==> src/rtl/even_issue_queue_pkg.sv <==
// rtl/even_issue_queue_pkg.sv - shared types, constants and source-mask helper for the even issue queue
package even_issue_queue_pkg;

  localparam logic [0:7] NO_SRC_ADDR = 8'h80;

  localparam logic [2:0] FMT_RR   = 3'd0;
  localparam logic [2:0] FMT_RRR  = 3'd1;
  localparam logic [2:0] FMT_RI7  = 3'd3;
  localparam logic [2:0] FMT_RI10 = 3'd4;

  typedef struct packed {
    logic [0:10] op;
    logic [2:0]  format;
    logic [0:6]  rt_addr;
    logic [0:6]  ra_addr;
    logic [0:6]  rb_addr;
    logic [0:6]  rc_addr;
    logic [0:17] imm;
    logic        reg_write;
  } even_instr_t;

  // Returns {ra_used, rb_used, rc_used}; a nop (RR format, op[0:9] zero) uses nothing.
  function automatic logic [2:0] src_mask(input logic [2:0] fmt, input logic [0:9] op_hi);
    logic [2:0] m;
    m = 3'b000;
    if (!(fmt == FMT_RR && op_hi == '0)) begin
      m = {1'b1, (fmt == FMT_RR) || (fmt == FMT_RRR), fmt == FMT_RRR};
    end
    return m;
  endfunction

endpackage

==> src/rtl/even_issue_queue_if.sv <==
// rtl/even_issue_queue_if.sv - decoder-to-queue push channel
interface even_issue_queue_if;
  import even_issue_queue_pkg::*;

  logic        in_valid;
  logic        in_ready;
  logic [0:10] in_op;
  logic [2:0]  in_format;
  logic [0:6]  in_rt_addr;
  logic [0:6]  in_ra_addr;
  logic [0:6]  in_rb_addr;
  logic [0:6]  in_rc_addr;
  logic [0:17] in_imm;
  logic        in_reg_write;

  modport master (
    output in_valid, in_op, in_format, in_rt_addr, in_ra_addr, in_rb_addr,
           in_rc_addr, in_imm, in_reg_write,
    input  in_ready
  );

  modport slave (
    input  in_valid, in_op, in_format, in_rt_addr, in_ra_addr, in_rb_addr,
           in_rc_addr, in_imm, in_reg_write,
    output in_ready
  );
endinterface

==> src/rtl/even_issue_queue_fifo.sv <==
// rtl/even_issue_queue_fifo.sv - circular buffer of decoded even-pipe instructions
module even_issue_queue_fifo
  import even_issue_queue_pkg::*;
#(
  parameter int DEPTH = 4,
  parameter int PTR_W = $clog2(DEPTH)
) (
  input  logic        clk,
  input  logic        reset,
  input  logic        push,
  input  logic        pop,
  input  logic        flush,
  input  even_instr_t wr_data,
  output even_instr_t rd_data,
  output logic [PTR_W:0] count
);

  even_instr_t      mem [DEPTH];
  logic [PTR_W-1:0] head;
  logic [PTR_W-1:0] tail;

  // Entry storage; caller only asserts push when there is room.
  always_ff @(posedge clk) begin
    if (push && !flush) mem[tail] <= wr_data;
  end

  // Pointers wrap naturally because DEPTH is a power of two; flush empties the buffer.
  always_ff @(posedge clk or negedge reset) begin
    if (!reset) begin
      head  <= '0;
      tail  <= '0;
      count <= '0;
    end else if (flush) begin
      head  <= '0;
      tail  <= '0;
      count <= '0;
    end else begin
      if (push) tail <= tail + PTR_W'(1);
      if (pop)  head <= head + PTR_W'(1);
      case ({push, pop})
        2'b10:   count <= count + (PTR_W+1)'(1);
        2'b01:   count <= count - (PTR_W+1)'(1);
        default: count <= count;
      endcase
    end
  end

  assign rd_data = mem[head];

endmodule

==> src/rtl/even_issue_queue.sv <==
// rtl/even_issue_queue.sv - even-pipe issue queue: buffering, hazard addresses, operand capture, nop insertion
module even_issue_queue
  import even_issue_queue_pkg::*;
#(
  parameter int DEPTH = 4,
  parameter int PTR_W = $clog2(DEPTH)
) (
  input  logic            clk,
  input  logic            reset,
  even_issue_queue_if.slave bus,
  output logic [0:7]      ra_even_addr,
  output logic [0:7]      rb_even_addr,
  output logic [0:7]      rc_even_addr,
  input  logic            stall_even_raw,
  input  logic            branch_taken,
  input  logic [0:127]    rf_ra_data,
  input  logic [0:127]    rf_rb_data,
  input  logic [0:127]    rf_rc_data,
  output logic [0:10]     op,
  output logic [2:0]      format,
  output logic [0:6]      rt_addr,
  output logic [0:17]     imm,
  output logic            reg_write,
  output logic [0:127]    ra,
  output logic [0:127]    rb,
  output logic [0:127]    rc,
  output logic [PTR_W:0]  count
);

  even_instr_t wr_entry;
  even_instr_t head;
  logic        not_empty;
  logic        push;
  logic        issue;
  logic [2:0]  used;

  assign wr_entry = '{op: bus.in_op, format: bus.in_format, rt_addr: bus.in_rt_addr,
                      ra_addr: bus.in_ra_addr, rb_addr: bus.in_rb_addr,
                      rc_addr: bus.in_rc_addr, imm: bus.in_imm,
                      reg_write: bus.in_reg_write};

  assign not_empty    = (count != '0);
  assign bus.in_ready = (count != (PTR_W+1)'(DEPTH));
  assign push         = bus.in_valid && bus.in_ready && !branch_taken;
  assign issue        = not_empty && !stall_even_raw && !branch_taken;

  even_issue_queue_fifo #(.DEPTH(DEPTH), .PTR_W(PTR_W)) u_fifo (
    .clk     (clk),
    .reset   (reset),
    .push    (push),
    .pop     (issue),
    .flush   (branch_taken),
    .wr_data (wr_entry),
    .rd_data (head),
    .count   (count)
  );

  // Sources the head does not read are reported as 8'h80 so they never match a destination.
  assign used         = not_empty ? src_mask(head.format, head.op[0:9]) : 3'b000;
  assign ra_even_addr = used[2] ? {1'b0, head.ra_addr} : NO_SRC_ADDR;
  assign rb_even_addr = used[1] ? {1'b0, head.rb_addr} : NO_SRC_ADDR;
  assign rc_even_addr = used[0] ? {1'b0, head.rc_addr} : NO_SRC_ADDR;

  // Issue register: head instruction and its operands when issuing, otherwise an all-zero nop.
  always_ff @(posedge clk or negedge reset) begin
    if (!reset) begin
      op        <= '0;
      format    <= '0;
      rt_addr   <= '0;
      imm       <= '0;
      reg_write <= 1'b0;
      ra        <= '0;
      rb        <= '0;
      rc        <= '0;
    end else if (issue) begin
      op        <= head.op;
      format    <= head.format;
      rt_addr   <= head.rt_addr;
      imm       <= head.imm;
      reg_write <= head.reg_write;
      ra        <= used[2] ? rf_ra_data : '0;
      rb        <= used[1] ? rf_rb_data : '0;
      rc        <= used[0] ? rf_rc_data : '0;
    end else begin
      op        <= '0;
      format    <= '0;
      rt_addr   <= '0;
      imm       <= '0;
      reg_write <= 1'b0;
      ra        <= '0;
      rb        <= '0;
      rc        <= '0;
    end
  end

endmodule

==> src/flat_wrapper.sv <==
// flat-port wrapper written by rule: the top's interface ports become plain ports
module even_issue_queue_flat import even_issue_queue_pkg::*;
#(
  parameter int DEPTH = 4,
  parameter int PTR_W = $clog2(DEPTH)
)
  (clk, reset, ra_even_addr, rb_even_addr, rc_even_addr, stall_even_raw, branch_taken, rf_ra_data, rf_rb_data, rf_rc_data, op, format, rt_addr, imm, reg_write, ra, rb, rc, count, bus_in_valid, bus_in_op, bus_in_format, bus_in_rt_addr, bus_in_ra_addr, bus_in_rb_addr, bus_in_rc_addr, bus_in_imm, bus_in_reg_write, bus_in_ready);
  even_issue_queue_if bus_i ();
  input  logic clk;
  input  logic reset;
  output logic [0:7] ra_even_addr;
  output logic [0:7] rb_even_addr;
  output logic [0:7] rc_even_addr;
  input  logic stall_even_raw;
  input  logic branch_taken;
  input  logic [0:127] rf_ra_data;
  input  logic [0:127] rf_rb_data;
  input  logic [0:127] rf_rc_data;
  output logic [0:10] op;
  output logic [2:0] format;
  output logic [0:6] rt_addr;
  output logic [0:17] imm;
  output logic reg_write;
  output logic [0:127] ra;
  output logic [0:127] rb;
  output logic [0:127] rc;
  output logic [PTR_W:0] count;
  input wire logic [$bits(bus_i.in_valid)-1:0] bus_in_valid;
  input wire logic [$bits(bus_i.in_op)-1:0] bus_in_op;
  input wire logic [$bits(bus_i.in_format)-1:0] bus_in_format;
  input wire logic [$bits(bus_i.in_rt_addr)-1:0] bus_in_rt_addr;
  input wire logic [$bits(bus_i.in_ra_addr)-1:0] bus_in_ra_addr;
  input wire logic [$bits(bus_i.in_rb_addr)-1:0] bus_in_rb_addr;
  input wire logic [$bits(bus_i.in_rc_addr)-1:0] bus_in_rc_addr;
  input wire logic [$bits(bus_i.in_imm)-1:0] bus_in_imm;
  input wire logic [$bits(bus_i.in_reg_write)-1:0] bus_in_reg_write;
  output wire logic [$bits(bus_i.in_ready)-1:0] bus_in_ready;
  assign bus_i.in_valid = bus_in_valid;
  assign bus_i.in_op = bus_in_op;
  assign bus_i.in_format = bus_in_format;
  assign bus_i.in_rt_addr = bus_in_rt_addr;
  assign bus_i.in_ra_addr = bus_in_ra_addr;
  assign bus_i.in_rb_addr = bus_in_rb_addr;
  assign bus_i.in_rc_addr = bus_in_rc_addr;
  assign bus_i.in_imm = bus_in_imm;
  assign bus_i.in_reg_write = bus_in_reg_write;
  assign bus_in_ready = bus_i.in_ready;
  even_issue_queue #(.DEPTH(DEPTH), .PTR_W(PTR_W)) u_core (.clk(clk), .reset(reset), .bus(bus_i), .ra_even_addr(ra_even_addr), .rb_even_addr(rb_even_addr), .rc_even_addr(rc_even_addr), .stall_even_raw(stall_even_raw), .branch_taken(branch_taken), .rf_ra_data(rf_ra_data), .rf_rb_data(rf_rb_data), .rf_rc_data(rf_rc_data), .op(op), .format(format), .rt_addr(rt_addr), .imm(imm), .reg_write(reg_write), .ra(ra), .rb(rb), .rc(rc), .count(count));
endmodule
==> config.mk <==
export PLATFORM = sky130hd
export DESIGN_NAME = even_issue_queue_flat
export DESIGN_NICKNAME = d
export VERILOG_FILES = /design/src/rtl/even_issue_queue_pkg.sv /design/src/rtl/even_issue_queue_if.sv /design/src/rtl/even_issue_queue_fifo.sv /design/src/rtl/even_issue_queue.sv /design/src/flat_wrapper.sv
export SDC_FILE = /design/constraint.sdc
export NUM_CORES = 1
export LEC_CHECK = 0
export ABC_AREA = 0
export CORE_AREA = 2 2 352 354
export CTS_BUF_LIST = sky130_fd_sc_hd__clkbuf_2
export CTS_CLUSTER_SIZE = 12
export DETAILED_ROUTE_END_ITERATION = 12
export DIE_AREA = 0 0 354 356
export HOLD_SLACK_MARGIN = 0.12
export PLACE_DENSITY = 0.46
export REMOVE_ABC_BUFFERS = 1
export SYNTH_ARGS = -nofsm -noshare
export SYNTH_HDL_FRONTEND = slang
export SYNTH_SLANG_ARGS = --single-unit
export TNS_END_PERCENT = 50
==> constraint.sdc <==
create_clock -name clk -period 3.2 [get_ports clk]
set_clock_uncertainty 0.15 [all_clocks]
set_input_delay 0.64 -clock clk [delete_from_list [all_inputs] [get_ports clk]]
set_output_delay 0.64 -clock clk [all_outputs]
set_load 0.1 [all_outputs]
==> run summary, run 1 <==
After technology mapping, the gate count stands at 1349. The tools report the CTS root buffer as sky130_fd_sc_hd__clkbuf_2. Initial cell density of the core: 19.1%.

The most frequent cell after synthesis is sky130_fd_sc_hd__dfrtp_1. The die outline height was 356 um; the total clock sinks was 675. Sorting the synthesized cells by how often they occur yields sky130_fd_sc_hd__dfrtp_1 (431), sky130_fd_sc_hd__edfxtp_1 (244), sky130_fd_sc_hd__and2_1 (174). The number of gates resized after CTS was 635. After synthesis, the largest area contributor takes up 45.9% of total cell area. The average instance in the mapped netlist occupies 17.4 um^2. By area the synthesized netlist is led by sky130_fd_sc_hd__dfrtp_1 (46%), sky130_fd_sc_hd__edfxtp_1 (31%), sky130_fd_sc_hd__mux4_2 (5.8%). The share of the Yosys chip area taken by registers is 77.1%. The first error in the log reads "[ERROR RSZ-0060] Max buffer count reached". The cell area that synthesis handed to floorplanning was 23500 um^2.

The failing step is clock tree synthesis (4_1_cts). The setup fix buffers added after clock tree synthesis came out at 15. Width of the chip: 354 um. sky130_fd_sc_hd__dfrtp_1 takes more of the synthesized area than any other cell.

Input and output buffers added on the ports amount to 901. Final estimated routing congestion in global placement: 0.944. The flip-flop cell with the highest count after synthesis is sky130_fd_sc_hd__dfrtp_1. The flow did not finish. The longest clock path from root to sink contains 3 buffers. The tools report the CTS H-tree depth as 4. The wire-length estimate of the detail-placed layout is 83.3 mm.

The async set or reset register ratio after synthesis is 63.9%. In this run, synthesis inferred 244 flip-flops with an integrated enable. During synthesis, Yosys emitted a total of 0 warnings. The number of hold buffers added after CTS was 840. After synthesis the netlist holds a flip-flop and latch count of 675. The standard-cell row count is 129. The number of buffers inserted during clock tree synthesis was 184; the count of unique library cells instantiated by Yosys was 32.

During I/O placement, the number of pins put on the boundary was 902.
## stage by stage
step / hold WS (ns) / instance area (um^2) / util [%] / setup WS (ns) / cells
2_1_floorplan: 0.194 / 23000 / - / -7.33 / 1239
3_5_place_dp: 0.421 / 33900 / 27.7 / -0.298 / 3834
3_3_place_gp: 0.419 / 33900 / 27.7 / -0.338 / 3834
## cell families after synthesis
| kind of cell | count (synthesis) | share of synthesized area, % |
|---|---|---|
| AOI/OAI and AO/OA | 12 | 0.304 |
| and+or+nand+nor | 480 | 14.1 |
| buffers and inverters | 113 | 2.24 |
| DFF | 675 | 77.1 |
| muxes | 61 | 5.85 |
| xor gates and xnor gates | 3 | 0.112 |
| adders and majority gates | 5 | 0.298 |
==> run 2, diff against run 1 <==
CORE_AREA = default   (was 2 2 352 354)
CORE_MARGIN = 2   (was default)
CORE_UTILIZATION = 20   (was default)
CTS_BUF_LIST = default   (was sky130_fd_sc_hd__clkbuf_2)
CTS_CLUSTER_SIZE = default   (was 12)
DIE_AREA = default   (was 0 0 354 356)
HOLD_SLACK_MARGIN = default   (was 0.12)
PLACE_DENSITY = default   (was 0.46)
PLACE_DENSITY_LB_ADDON = 0.15   (was default)
clock period = 4.2 ns   (was 3.2 ns; I/O delays follow)
==> run 2 against run 1 <==
- the flow now finishes without violations
- area after synthesis did not move
- synthesized cell count did not move
==> run summary, run 2 <==
Entering global routing, the biggest net connects 151 pins. Of all cell types, the one taking the most synthesized area is sky130_fd_sc_hd__dfrtp_1. Across the VDD grid, the largest voltage drop is 315 uV. Register name with the most flops: u_core.u_fifo.mem. The clock latency reported for the late side of the worst-skew pair is 0.64 ns. Global routing used 17.3% of the available tracks. The ratio of cells with drive above 1 in the final layout came out at 12.7%. The tools report the startpoint type of the worst setup path as a flop. In this run the worst hold path is classified as in -> async. The tools report the post-DP HPWL as 79.6 mm (-4.5%).

The standard-cell row count came out at 125 (-3.1%). The initial cell density of the core is 20.2% (+1.0 points). The number of flip-flops under the largest register name was 244; the final critical path time including I/O delays and setup was 4.00 ns. The pin slew with the least headroom to its limit came out at 1.21 ns. The logs give 1349 (unchanged) for the number of standard cells after synthesis and 2728 for the number of nets in the layout.

Setup repair after global routing left no endpoint under its margin. The final layout contains routed wiring with a total length of 106 mm. The area after detailed placement is 34600 um^2 (+2.0%), and the areal power density over the cells is 473 nW/um^2.

The total of warnings raised by yosys is 0 (unchanged). The tools report the detailed-router iteration count before antenna repair as 4. The share of the synthesized area in the top cell type came out at 45.9% (unchanged).

The flip-flop and latch count after synthesis came out at 675 (unchanged). Flip-flop cell with the highest count after synthesis: sky130_fd_sc_hd__dfrtp_1. The final cycle utilization of the critical path is 95.3%, and the synthesized cell area is 23500 um^2 (unchanged). Setup violations remaining at the end of the flow were counted as 0.

Max-cap violations in this run came to 0. The total count of hold-check failures in the final report is 0. In the post-synthesis netlist, the cell with the most instances is sky130_fd_sc_hd__dfrtp_1. Along the worst path, the maximum fanout reaches 43. The count of hold-fix buffers inserted at cts is 0 (-100%), and the overall via count from detail_route is 15800. The overall power came out at 17700 uW. TritonCTS built the clock tree. The die covers 120000 um^2. The part of the Yosys area used for sequential elements came out at 77.1% (unchanged).

The logs give 37500 um^2 for the final design area excluding fillers and 19.0% for the relative slew slack. After detailed routing, the average wire length per cell comes to 27.3 um. The clock transition at the registers of the reported paths is 0.06 ns. The startpoint-to-endpoint class of the critical path was reg -> out.

Compared with the post-synthesis result, the final layout area differs by 59.7%. The number of flops mapped to enable cells by yosys is 244 (unchanged). The run gives 17000 as the via count of the first global-routing pass.

For the count of boundary I/O pins, the log shows 902 (unchanged). The tools report the count of unique library cells instantiated by Yosys as 32 (unchanged). The tools report the critical path endpoint category as a primary output. The final estimated routing congestion in global placement was 1.06 (+13%); the synthesized area per cell was 17.4 um^2 (unchanged). The number of antenna violations at the first check in global routing is 61.

Leakage dissipation: 0.0156 uW. The residual DRC count came out at 0. The first-iteration detailed-routing DRC count is 845.

Commonest non-fill, non-tap cell in the layout: sky130_fd_sc_hd__clkdlybuf4s50_1. For the worst setup path, the data arrival time is 3.01 ns. The CTS H-tree depth is 3 (-1). The run gives 0 as the count of antenna-violating nets left after detailed routing.

Width of the chip: 347 um (-2.1%). The run gives 82 (-55%) as the number of buffers inserted during clock tree synthesis. Total congestion overflow after global routing: 0. After synthesis, the most frequently instantiated cells are sky130_fd_sc_hd__dfrtp_1 (431), sky130_fd_sc_hd__edfxtp_1 (244), sky130_fd_sc_hd__and2_1 (174). The total clock sinks is 675 (unchanged). The core region area is 116000 um^2. The flow ran to the end, and the final reports show no timing, DRC or antenna violations. The CTS root buffer was sky130_fd_sc_hd__clkbuf_16.

The library cells used most frequently in the layout, excluding fill and tap cells, are sky130_fd_sc_hd__clkdlybuf4s50_1 (856), sky130_fd_sc_hd__dfrtp_1 (429), sky130_fd_sc_hd__edfxtp_1 (244), sky130_fd_sc_hd__and2_1 (170), sky130_fd_sc_hd__and3_1 (149). By area the synthesized netlist is led by sky130_fd_sc_hd__dfrtp_1 (46%), sky130_fd_sc_hd__edfxtp_1 (31%), sky130_fd_sc_hd__mux4_2 (5.8%). The tools report the highest clock rate as 250 MHz. The tools report the final max-slew violation count as 0.

Average via count per standard cell: 4.09. The async set or reset register ratio after synthesis works out to 63.9% (unchanged). The global-route wire length before repair is 145 mm, and the number of port buffers is 901 (unchanged). The maximum buffer depth of the clock tree is 3 (unchanged). Data on the critical path is required at its endpoint by 3.21 ns. The die outline height came out at 347 um (-2.6%).
==> run 2: cell counts after synthesis <==
Identical to the previous run, type by type.
==> run 2: final cells by class <==
cell class	instances	area, um^2
fillers	11500	78900
clock buffers	110	2320
clock inverters	36	452
inverters	3	11.3
repair buffers	950	9790
multi-input cells	561	4880
well taps	1524	1910
diodes	9	22.5
flip-flops and latches	675	18100
==> run 2: report_power, final <==
part | internal [uW] | switching (uW) | total (uW)
Combinational | 1090 | 2160 | 3260
Sequential | 7070 | 81.4 | 7150
Clock | 4430 | 2890 | 7320
Total | 12600 | 5140 | 17700
==> run 2: metal layers <==
metal | share of wire [%] | vias to the layer above | GRT usage (%)
li1 | - | 6771 | -
met1 | 39 | 8168 | 20.4
met3 | 9.9 | 200 | 7.99
met2 | 48 | 662 | 28.4
met4 | 2.1 | 32 | 4.19
met5 | 0.20 | - | 0
==> run 2: worst paths after layout <==
kind | from | end | slack, ns | cells after the start
max in group asynchronous | reset | u_core.ra[127] | 2.70 | 2
worst max-delay path | u_core.u_fifo.head[0] | rb_even_addr[0] | 0.20 | 9
worst max register to register | u_core.u_fifo.head[0] | u_core.rc[48] | 0.89 | 7
worst min register to register | u_core.u_fifo.tail[1] | u_core.u_fifo.tail[1] | 0.43 | 2
worst min-delay path | reset | u_core.imm[10] | 0.02 | 1
min in group clk | u_core.u_fifo.tail[1] | u_core.u_fifo.tail[1] | 0.43 | 2
==> run 2: kinds of logic (layout without fill, tap and decap cells) <==
kind of cell	count (synthesis)	count (layout)	share of synthesized area [%]
AOI/OAI and AO/OA	12	12	0.304
and+or+nand+nor	480	480	14.1
adders and majority gates	5	5	0.298
muxes	61	61	5.85
buffers and inverters	113	1099	2.24
xor gates and xnor gates	3	3	0.112
other	0	9	0
DFF	675	675	77.1
==> run 2: metrics by stage <==
| stage | util [%] | std cells | setup TNS [ns] | hold WS (ns) | setup WS (ns) |
|---|---|---|---|---|---|
| global placement | 29.8 | 3708 | 0 | 0.414 | 0.494 |
| finish | 32.2 | 3868 | 0 | 0.0208 | 0.196 |
| floorplan | - | 1239 | -2069.60 | 0.386 | -6.53 |
| detailed placement | 29.8 | 3708 | 0 | 0.423 | 0.440 |
| global route | 32.2 | 3865 | 0 | 0.0284 | 0.000549 |
| CTS | 32.2 | 3858 | 0 | 0.0638 | 0.00477 |
==> run 2: repair_timing <==
item                                    in CTS  in global routing
pin swaps                                    0                  1
buffers inserted                             4                  1
endpoints found under the setup margin      16                 15
gates resized for setup                      3                  3
==> run 2: critical path, stage by stage (launching register included) <==
cell and delay, ns:
sky130_fd_sc_hd__dfrtp_4 0.46, sky130_fd_sc_hd__buf_12 0.15, sky130_fd_sc_hd__buf_4 0.15, sky130_fd_sc_hd__mux4_2 0.56
sky130_fd_sc_hd__nor2_1 0.16, sky130_fd_sc_hd__nand4_1 0.17, sky130_fd_sc_hd__buf_4 0.18, sky130_fd_sc_hd__buf_6 0.20
sky130_fd_sc_hd__nand2_1 0.15, sky130_fd_sc_hd__buf_12 0.19
No activity file was read; power rests on OpenSTA's default activity.
